### src/rtl/blob_centroid.sv
`timescale 1ns/1ps
`default_nettype none
// ============================================================================
// Module   : blob_centroid
// Purpose  : Accumulates the lit-pixel count and the column/row sums of a
//            thresholded video frame.  On the last pixel it snapshots the
//            totals and runs two parallel restoring dividers (one quotient bit
//            per cycle).  It then publishes the blob centroid with a one-cycle
//            find_corners_flag pulse.  Accumulation never stops, so the next
//            frame can stream in while the current frame is still dividing.
// Ports    : clk_in            - system clock
//            rst_in            - synchronous active-high reset
//            pixel_valid_in    - pixel/hcount/vcount qualifier
//            hcount_in         - pixel column
//            vcount_in         - pixel row
//            pixel_data_in     - thresholded pixel, 1 = lit
//            x_center          - centroid column of last valid frame
//            y_center          - centroid row of last valid frame
//            find_corners_flag - one-cycle "new centroid" pulse
//            busy_out          - high while dividing or publishing
// Revision : 1.0 - initial release
// ============================================================================
module blob_centroid #(
    parameter int WIDTH      = 240,
    parameter int HEIGHT     = 320,
    parameter int MIN_PIXELS = 64
) (
    input  logic                      clk_in,
    input  logic                      rst_in,
    input  logic                      pixel_valid_in,
    input  logic [$clog2(WIDTH)-1:0]  hcount_in,
    input  logic [$clog2(HEIGHT)-1:0] vcount_in,
    input  logic                      pixel_data_in,
    output logic [$clog2(WIDTH)-1:0]  x_center,
    output logic [$clog2(HEIGHT)-1:0] y_center,
    output logic                      find_corners_flag,
    output logic                      busy_out
);

    localparam int c_HW      = $clog2(WIDTH);
    localparam int c_VW      = $clog2(HEIGHT);
    localparam int c_CNT_W   = $clog2(WIDTH * HEIGHT + 1);
    localparam int c_SUM_W   = 25;
    localparam int c_ITER_W  = $clog2(c_SUM_W);

    localparam logic [c_HW-1:0]     c_H_LAST    = c_HW'(WIDTH - 1);
    localparam logic [c_VW-1:0]     c_V_LAST    = c_VW'(HEIGHT - 1);
    localparam logic [c_SUM_W-1:0]  c_X_MAX     = c_SUM_W'(WIDTH - 1);
    localparam logic [c_SUM_W-1:0]  c_Y_MAX     = c_SUM_W'(HEIGHT - 1);
    localparam logic [c_ITER_W-1:0] c_LAST_ITER = c_ITER_W'(c_SUM_W - 1);

    typedef enum logic [1:0] {
        c_ACCUM  = 2'd0,
        c_DIVIDE = 2'd1,
        c_OUTPUT = 2'd2
    } state_t;

    state_t               r_state;

    // Running totals of the frame currently streaming in
    logic [c_CNT_W-1:0]   r_count;
    logic [c_SUM_W-1:0]   r_sum_x;
    logic [c_SUM_W-1:0]   r_sum_y;

    // Divider registers: quotient registers start out holding the dividend
    // and have quotient bits shifted in at the bottom as dividend bits leave
    // at the top.
    logic [c_CNT_W-1:0]   r_divisor;
    logic [c_SUM_W-1:0]   r_quo_x;
    logic [c_SUM_W-1:0]   r_quo_y;
    logic [c_CNT_W-1:0]   r_rem_x;
    logic [c_CNT_W-1:0]   r_rem_y;
    logic [c_ITER_W-1:0]  r_iter;

    logic                 w_accept;
    logic                 w_lit;
    logic                 w_last;
    logic                 w_enough;
    logic [c_CNT_W-1:0]   w_count_add;
    logic [c_SUM_W-1:0]   w_sum_x_add;
    logic [c_SUM_W-1:0]   w_sum_y_add;

    logic [c_CNT_W:0]     w_rem_x_sh;
    logic [c_CNT_W:0]     w_rem_y_sh;
    logic                 w_ge_x;
    logic                 w_ge_y;
    logic [c_CNT_W-1:0]   w_rem_x_nx;
    logic [c_CNT_W-1:0]   w_rem_y_nx;
    logic [c_HW-1:0]      w_x_clamp;
    logic [c_VW-1:0]      w_y_clamp;

    // ------------------------------------------------------------------
    // Pixel qualification and accumulation (comparisons done at 32 bits
    // so a power-of-two frame size still compares correctly)
    // ------------------------------------------------------------------
    assign w_accept = pixel_valid_in
                      && (32'(hcount_in) < WIDTH)
                      && (32'(vcount_in) < HEIGHT);
    assign w_lit    = w_accept && pixel_data_in;
    assign w_last   = w_accept && (hcount_in == c_H_LAST) && (vcount_in == c_V_LAST);

    // Totals including the pixel on this cycle; the snapshot uses these so
    // the last pixel is counted in its own frame.
    assign w_count_add = r_count + c_CNT_W'(w_lit);
    assign w_sum_x_add = r_sum_x + (w_lit ? c_SUM_W'(hcount_in) : '0);
    assign w_sum_y_add = r_sum_y + (w_lit ? c_SUM_W'(vcount_in) : '0);
    assign w_enough    = (32'(w_count_add) >= MIN_PIXELS);

    // ------------------------------------------------------------------
    // One restoring-division step per divider.  The remainder is always
    // below the divisor, so the subtraction can be done at divisor width.
    // ------------------------------------------------------------------
    assign w_rem_x_sh = {r_rem_x, r_quo_x[c_SUM_W-1]};
    assign w_rem_y_sh = {r_rem_y, r_quo_y[c_SUM_W-1]};
    assign w_ge_x     = (w_rem_x_sh >= {1'b0, r_divisor});
    assign w_ge_y     = (w_rem_y_sh >= {1'b0, r_divisor});
    assign w_rem_x_nx = w_ge_x ? (w_rem_x_sh[c_CNT_W-1:0] - r_divisor)
                               : w_rem_x_sh[c_CNT_W-1:0];
    assign w_rem_y_nx = w_ge_y ? (w_rem_y_sh[c_CNT_W-1:0] - r_divisor)
                               : w_rem_y_sh[c_CNT_W-1:0];

    // Clamp the finished quotients into the frame
    assign w_x_clamp = (r_quo_x > c_X_MAX) ? c_H_LAST : r_quo_x[c_HW-1:0];
    assign w_y_clamp = (r_quo_y > c_Y_MAX) ? c_V_LAST : r_quo_y[c_VW-1:0];

    assign busy_out = (r_state != c_ACCUM);

    always_ff @(posedge clk_in) begin
        if (rst_in) begin
            r_state           <= c_ACCUM;
            r_count           <= '0;
            r_sum_x           <= '0;
            r_sum_y           <= '0;
            r_divisor         <= '0;
            r_quo_x           <= '0;
            r_quo_y           <= '0;
            r_rem_x           <= '0;
            r_rem_y           <= '0;
            r_iter            <= '0;
            x_center          <= '0;
            y_center          <= '0;
            find_corners_flag <= 1'b0;
        end else begin
            find_corners_flag <= 1'b0;

            // The last pixel always closes the frame being accumulated.
            // Outside ACCUM its totals are simply discarded.
            if (w_last) begin
                r_count <= '0;
                r_sum_x <= '0;
                r_sum_y <= '0;
            end else begin
                r_count <= w_count_add;
                r_sum_x <= w_sum_x_add;
                r_sum_y <= w_sum_y_add;
            end

            case (r_state)
                c_ACCUM: begin
                    if (w_last) begin
                        r_divisor <= w_count_add;
                        r_quo_x   <= w_sum_x_add;
                        r_quo_y   <= w_sum_y_add;
                        r_rem_x   <= '0;
                        r_rem_y   <= '0;
                        r_iter    <= '0;
                        if (w_enough) begin
                            r_state <= c_DIVIDE;
                        end
                    end
                end

                c_DIVIDE: begin
                    r_rem_x <= w_rem_x_nx;
                    r_rem_y <= w_rem_y_nx;
                    r_quo_x <= {r_quo_x[c_SUM_W-2:0], w_ge_x};
                    r_quo_y <= {r_quo_y[c_SUM_W-2:0], w_ge_y};
                    r_iter  <= r_iter + 1'b1;
                    if (r_iter == c_LAST_ITER) begin
                        r_state <= c_OUTPUT;
                    end
                end

                c_OUTPUT: begin
                    x_center          <= w_x_clamp;
                    y_center          <= w_y_clamp;
                    find_corners_flag <= 1'b1;
                    r_state           <= c_ACCUM;
                end

                default: begin
                    r_state <= c_ACCUM;
                end
            endcase
        end
    end

endmodule
`default_nettype wire
### config.mk
export PLATFORM = sky130hd
export DESIGN_NAME = blob_centroid
export DESIGN_NICKNAME = d
export VERILOG_FILES = /design/src/rtl/blob_centroid.sv
export SDC_FILE = /design/constraint.sdc
export NUM_CORES = 1
export LEC_CHECK = 0
export BUFFER_PORTS_ARGS = -buffer_cell sky130_fd_sc_hd__buf_2
export CAP_MARGIN = 20
export CORE_UTILIZATION = 42
export CTS_BUF_LIST = sky130_fd_sc_hd__clkbuf_4
export CTS_CLUSTER_SIZE = 14
export DETAILED_ROUTE_END_ITERATION = 16
export PLACE_DENSITY = 0.64
export SLEW_MARGIN = 20
export SYNTH_ARGS = -nofsm -noshare
export SYNTH_HDL_FRONTEND = slang
export SYNTH_SLANG_ARGS = --single-unit
### constraint.sdc
create_clock -name clk_in -period 3.5 [get_ports clk_in]
set_clock_uncertainty 0.05 [all_clocks]
set_input_delay 0.7 -clock clk_in [delete_from_list [all_inputs] [get_ports clk_in]]
set_output_delay 0.7 -clock clk_in [all_outputs]
set_load 0.01 [all_outputs]
==> run_results.csv <==
group,metric,value,unit
sta,tns,0,ps
global_routing,antenna_found_initial,1,
clocking,cts_buffers,17,
setup_path,critPathArrivalTime,3550,ps
sta,period_minus_slack,3130,ps
finish,drive_gt1_share,10.5,%
run,cap_violations,0,
global_routing,grt_overflow_total,0,
setup_path,crit_type,"reg2reg",
route,vias,8696,
route,wl,24900,um
setup_path,crit_required,3920,ps
setup_path,rrSetupSlack,370,ps
route,via_per_inst,5.52,
setup_path,path_cells,"inv_1 > ha_1 > fa_1 > nand2b_1 > a21oi_1 > a41oi_1 > o311ai_2 > a211o_1 > buf_4 > mux2i_1 > o21ai_1",
min_path,hold_path_depth,2,
run_status,status,"finished clean",
floorplanning,initial_core_util,43.0,%
route,drt-pass1-iter-count,7,
logic_synthesis,ys_async_sr_fraction,0,%
global_routing,grt_pass1_vias,8140,
setup_path,reg2regPathDepth,11,
logic_synthesis,yosysSeqAreaShare,38.0,%
power_and_ir_drop,p_leak,0.00433,uW
sta,slew_violations,0,
floorplanning,core_region_area,0.0236,mm2
placed_design,portBuffers,39,
sta,grt_setup_unrepaired,"false",
sta,setup_viol,0,
floorplanning,io_pins,40,
clocking,cts.sinks,193,
route,wire_per_inst,15.8,um
power_and_ir_drop,power_density,325,mW/mm2
logic_synthesis,ys.flop_type,"dfxtp_1",
floorplanning,placementRows,56,
setup_path,critPathSlowestCell,"dfxtp_1",
logic_synthesis,synth_edf_count,0,
logic_synthesis,syn_inst,1199,
finish,finalNetCount,1323,
route,drc_errors,0,
sta,fmax,320,MHz
clocking,cts.clk_slew.worst_paths,150,ps
power_and_ir_drop,vdd_ir_drop_max,0.191,mV
global_routing,grt_pass1_wl,40900,um
route,antenna_left,0,
setup_path,critical_path.endpoint_type,"flop",
global_routing,grt.total_usage,20.8,%
clocking,cts-hold-fix-buffers,0,
clocking,h-tree-depth,4,
logic_synthesis,synth_area,0.0102,mm2
finish,area_delta_synth_final,9.61,%
clocking,clockBufferDepth,2,
clocking,cts_tree,"yes",
finish,final_core_util,47.2,%
setup_path,startpoint_type,"flop",
setup_path,critPathMaxStageDelay,420,ps
clocking,cts_root_buf,"clkbuf_4",
placed_design,gp_congestion,0.864,
min_path,hold_class,"reg2reg",
floorplanning,design.die.area,0.0248,mm2
logic_synthesis,syn_nets,1279,
sta,worstMarginPinSlew,731,ps
floorplanning,die_h,158,um
clocking,post-cts-setup-buffer-count,0,
route,drt-initial-drc-count,602,
logic_synthesis,postSynthAreaPerCell,8.47,um2
sta,finalCritPeriodShare,89.4,%
setup_path,worstPathMaxFanout,8,
global_routing,grt_max_degree,41,
sta,holdWs,426,ps
clocking,insertion_delay,590,ps
logic_synthesis,synth_seq_cells,193,
placed_design,dpl.hpwl,18000,um
sta,finalHoldViolations,0,
logic_synthesis,ys_types,70,
sta,slew_headroom,50.9,%
floorplanning,die_w,158,um
clocking,cts_resized,0,
logic_synthesis,ys.warnings.count,0,
-- synth_stat cells, types with 12 or more instances --
library cell,count,area (um2)
nor3_1,33,165
nor2b_1,17,106
xnor2_1,43,377
and2_1,24,150
nor4_1,15,93.8
dfxtp_1,193,3860
and3_1,18,113
xor2_1,39,342
o21ai_1,30,150
mux2i_1,21,210
o22ai_1,19,119
inv_1,45,169
ha_1,55,688
nand4_1,22,138
nor2_1,154,578
a22oi_1,38,285
nand2_1,79,297
a211oi_1,29,218
nand3_1,38,190
o21ai_0,27,135
a21oi_1,60,300
a21o_1,15,113
nand2b_1,12,75.1
clkbuf_1,44,165
-- per-stage QoR --
step                      instances  instance area, um2  setup WS [ps]  total power [uW]
after floorplan                1199               10200           76.7              2350
after global placement         1543               10800           39.7              2400
after detailed placement       1543               10800           4.39              2400
after CTS                      1573               11100            386              3650
after global routing           1574               11100            199              3750
final                          1574               11100            370              3620
-- kinds of logic after synthesis --
family	Yosys count	share of synthesized area (%)
xor+xnor	82	7.07
simple gates	438	20.7
fa+ha+maj	59	7.56
buf+inv	99	3.92
mux	23	2.29
compound gates	305	20.4
flops	193	38.0
-- cells in the final DEF, fill, tap and decap left out, types with 4 or more instances in the layout --
master and count:
dfxtp_1 193, nor2_1 152, nand2_1 79, a21oi_1 60, ha_1 55, inv_1 45, xnor2_1 43, buf_4 40
xor2_1 39, buf_2 39, nand3_1 38, a22oi_1 38, nor3_1 32, o21ai_1 30, a211oi_1 29, o21ai_0 27
and2_1 24, nand4_1 22, mux2i_1 21, clkbuf_4 21, o22ai_1 19, and3_1 17, nor2b_1 16, nor4_1 15
a21o_1 14, nand2b_1 12, o211ai_1 10, o21a_1 10, a32oi_1 9, a221oi_1 8, o21bai_1 6, and4_1 6
a31oi_1 6, or2_2 5, a22o_1 4, fa_1 4
-- worst max-delay path, delay by kind of cell (launching register included) --
kind | cells | cell delay, ps
and+or+nand+nor | 1 | 190
AOI/OAI and AO/OA | 5 | 1160
buffers and inverters | 2 | 360
muxes | 1 | 220
DFF | 1 | 420
adders and majority gates | 2 | 630
-- layout make-up --
| class | instances | area, um2 |
|---|---|---|
| Timing Repair Buffer | 79 | 495 |
| Antenna cell | 1 | 2.50 |
| Multi-Input combinational cell | 907 | 5920 |
| Sequential cell | 193 | 3860 |
| Tap cell | 319 | 399 |
| Clock buffer | 21 | 158 |
| Clock inverter | 9 | 125 |
| Fill cell | 2361 | 12500 |
| Inverter | 45 | 169 |
-- where the power goes --
part	total (uW)	leakage [uW]	internal, uW	switching [uW]
Clock	1270	0.000155	467	800
Combinational	142	0.00262	50.6	91.6
Sequential	2210	0.00156	2210	4.52
-- sequential cells by signal, indices dropped and copies added (netlist names) --
signal	cells
find_corners_flag	1
r_count	17
r_divisor	17
r_iter	5
r_quo_x	25
r_quo_y	25
r_rem_x	17
r_rem_y	17
r_state	2
r_sum_x	25
r_sum_y	25
x_center	8
y_center	9
-- routing by layer --
layer / vias up / global-route usage, % / share of wire (%)
li1: 4441 / - / -
met1: 4102 / 28.3 / 49
met2: 134 / 34.0 / 46
met3: 19 / 3.33 / 3.1
met4: 0 / 5.22 / 1.3
met5: - / 0 / 0
-- worst paths after layout --
check	start	end
worst max-delay path	r_quo_x[24]$_SDFFE_PP0P_	r_rem_x[4]$_SDFFE_PP0P_
worst min-delay path	r_rem_x[8]$_SDFFE_PP0P_	r_rem_x[8]$_SDFFE_PP0P_
worst max register to register	r_quo_x[24]$_SDFFE_PP0P_	r_rem_x[4]$_SDFFE_PP0P_
worst min register to register	r_rem_x[8]$_SDFFE_PP0P_	r_rem_x[8]$_SDFFE_PP0P_
Note: power is estimated with default switching activity, not from simulation.
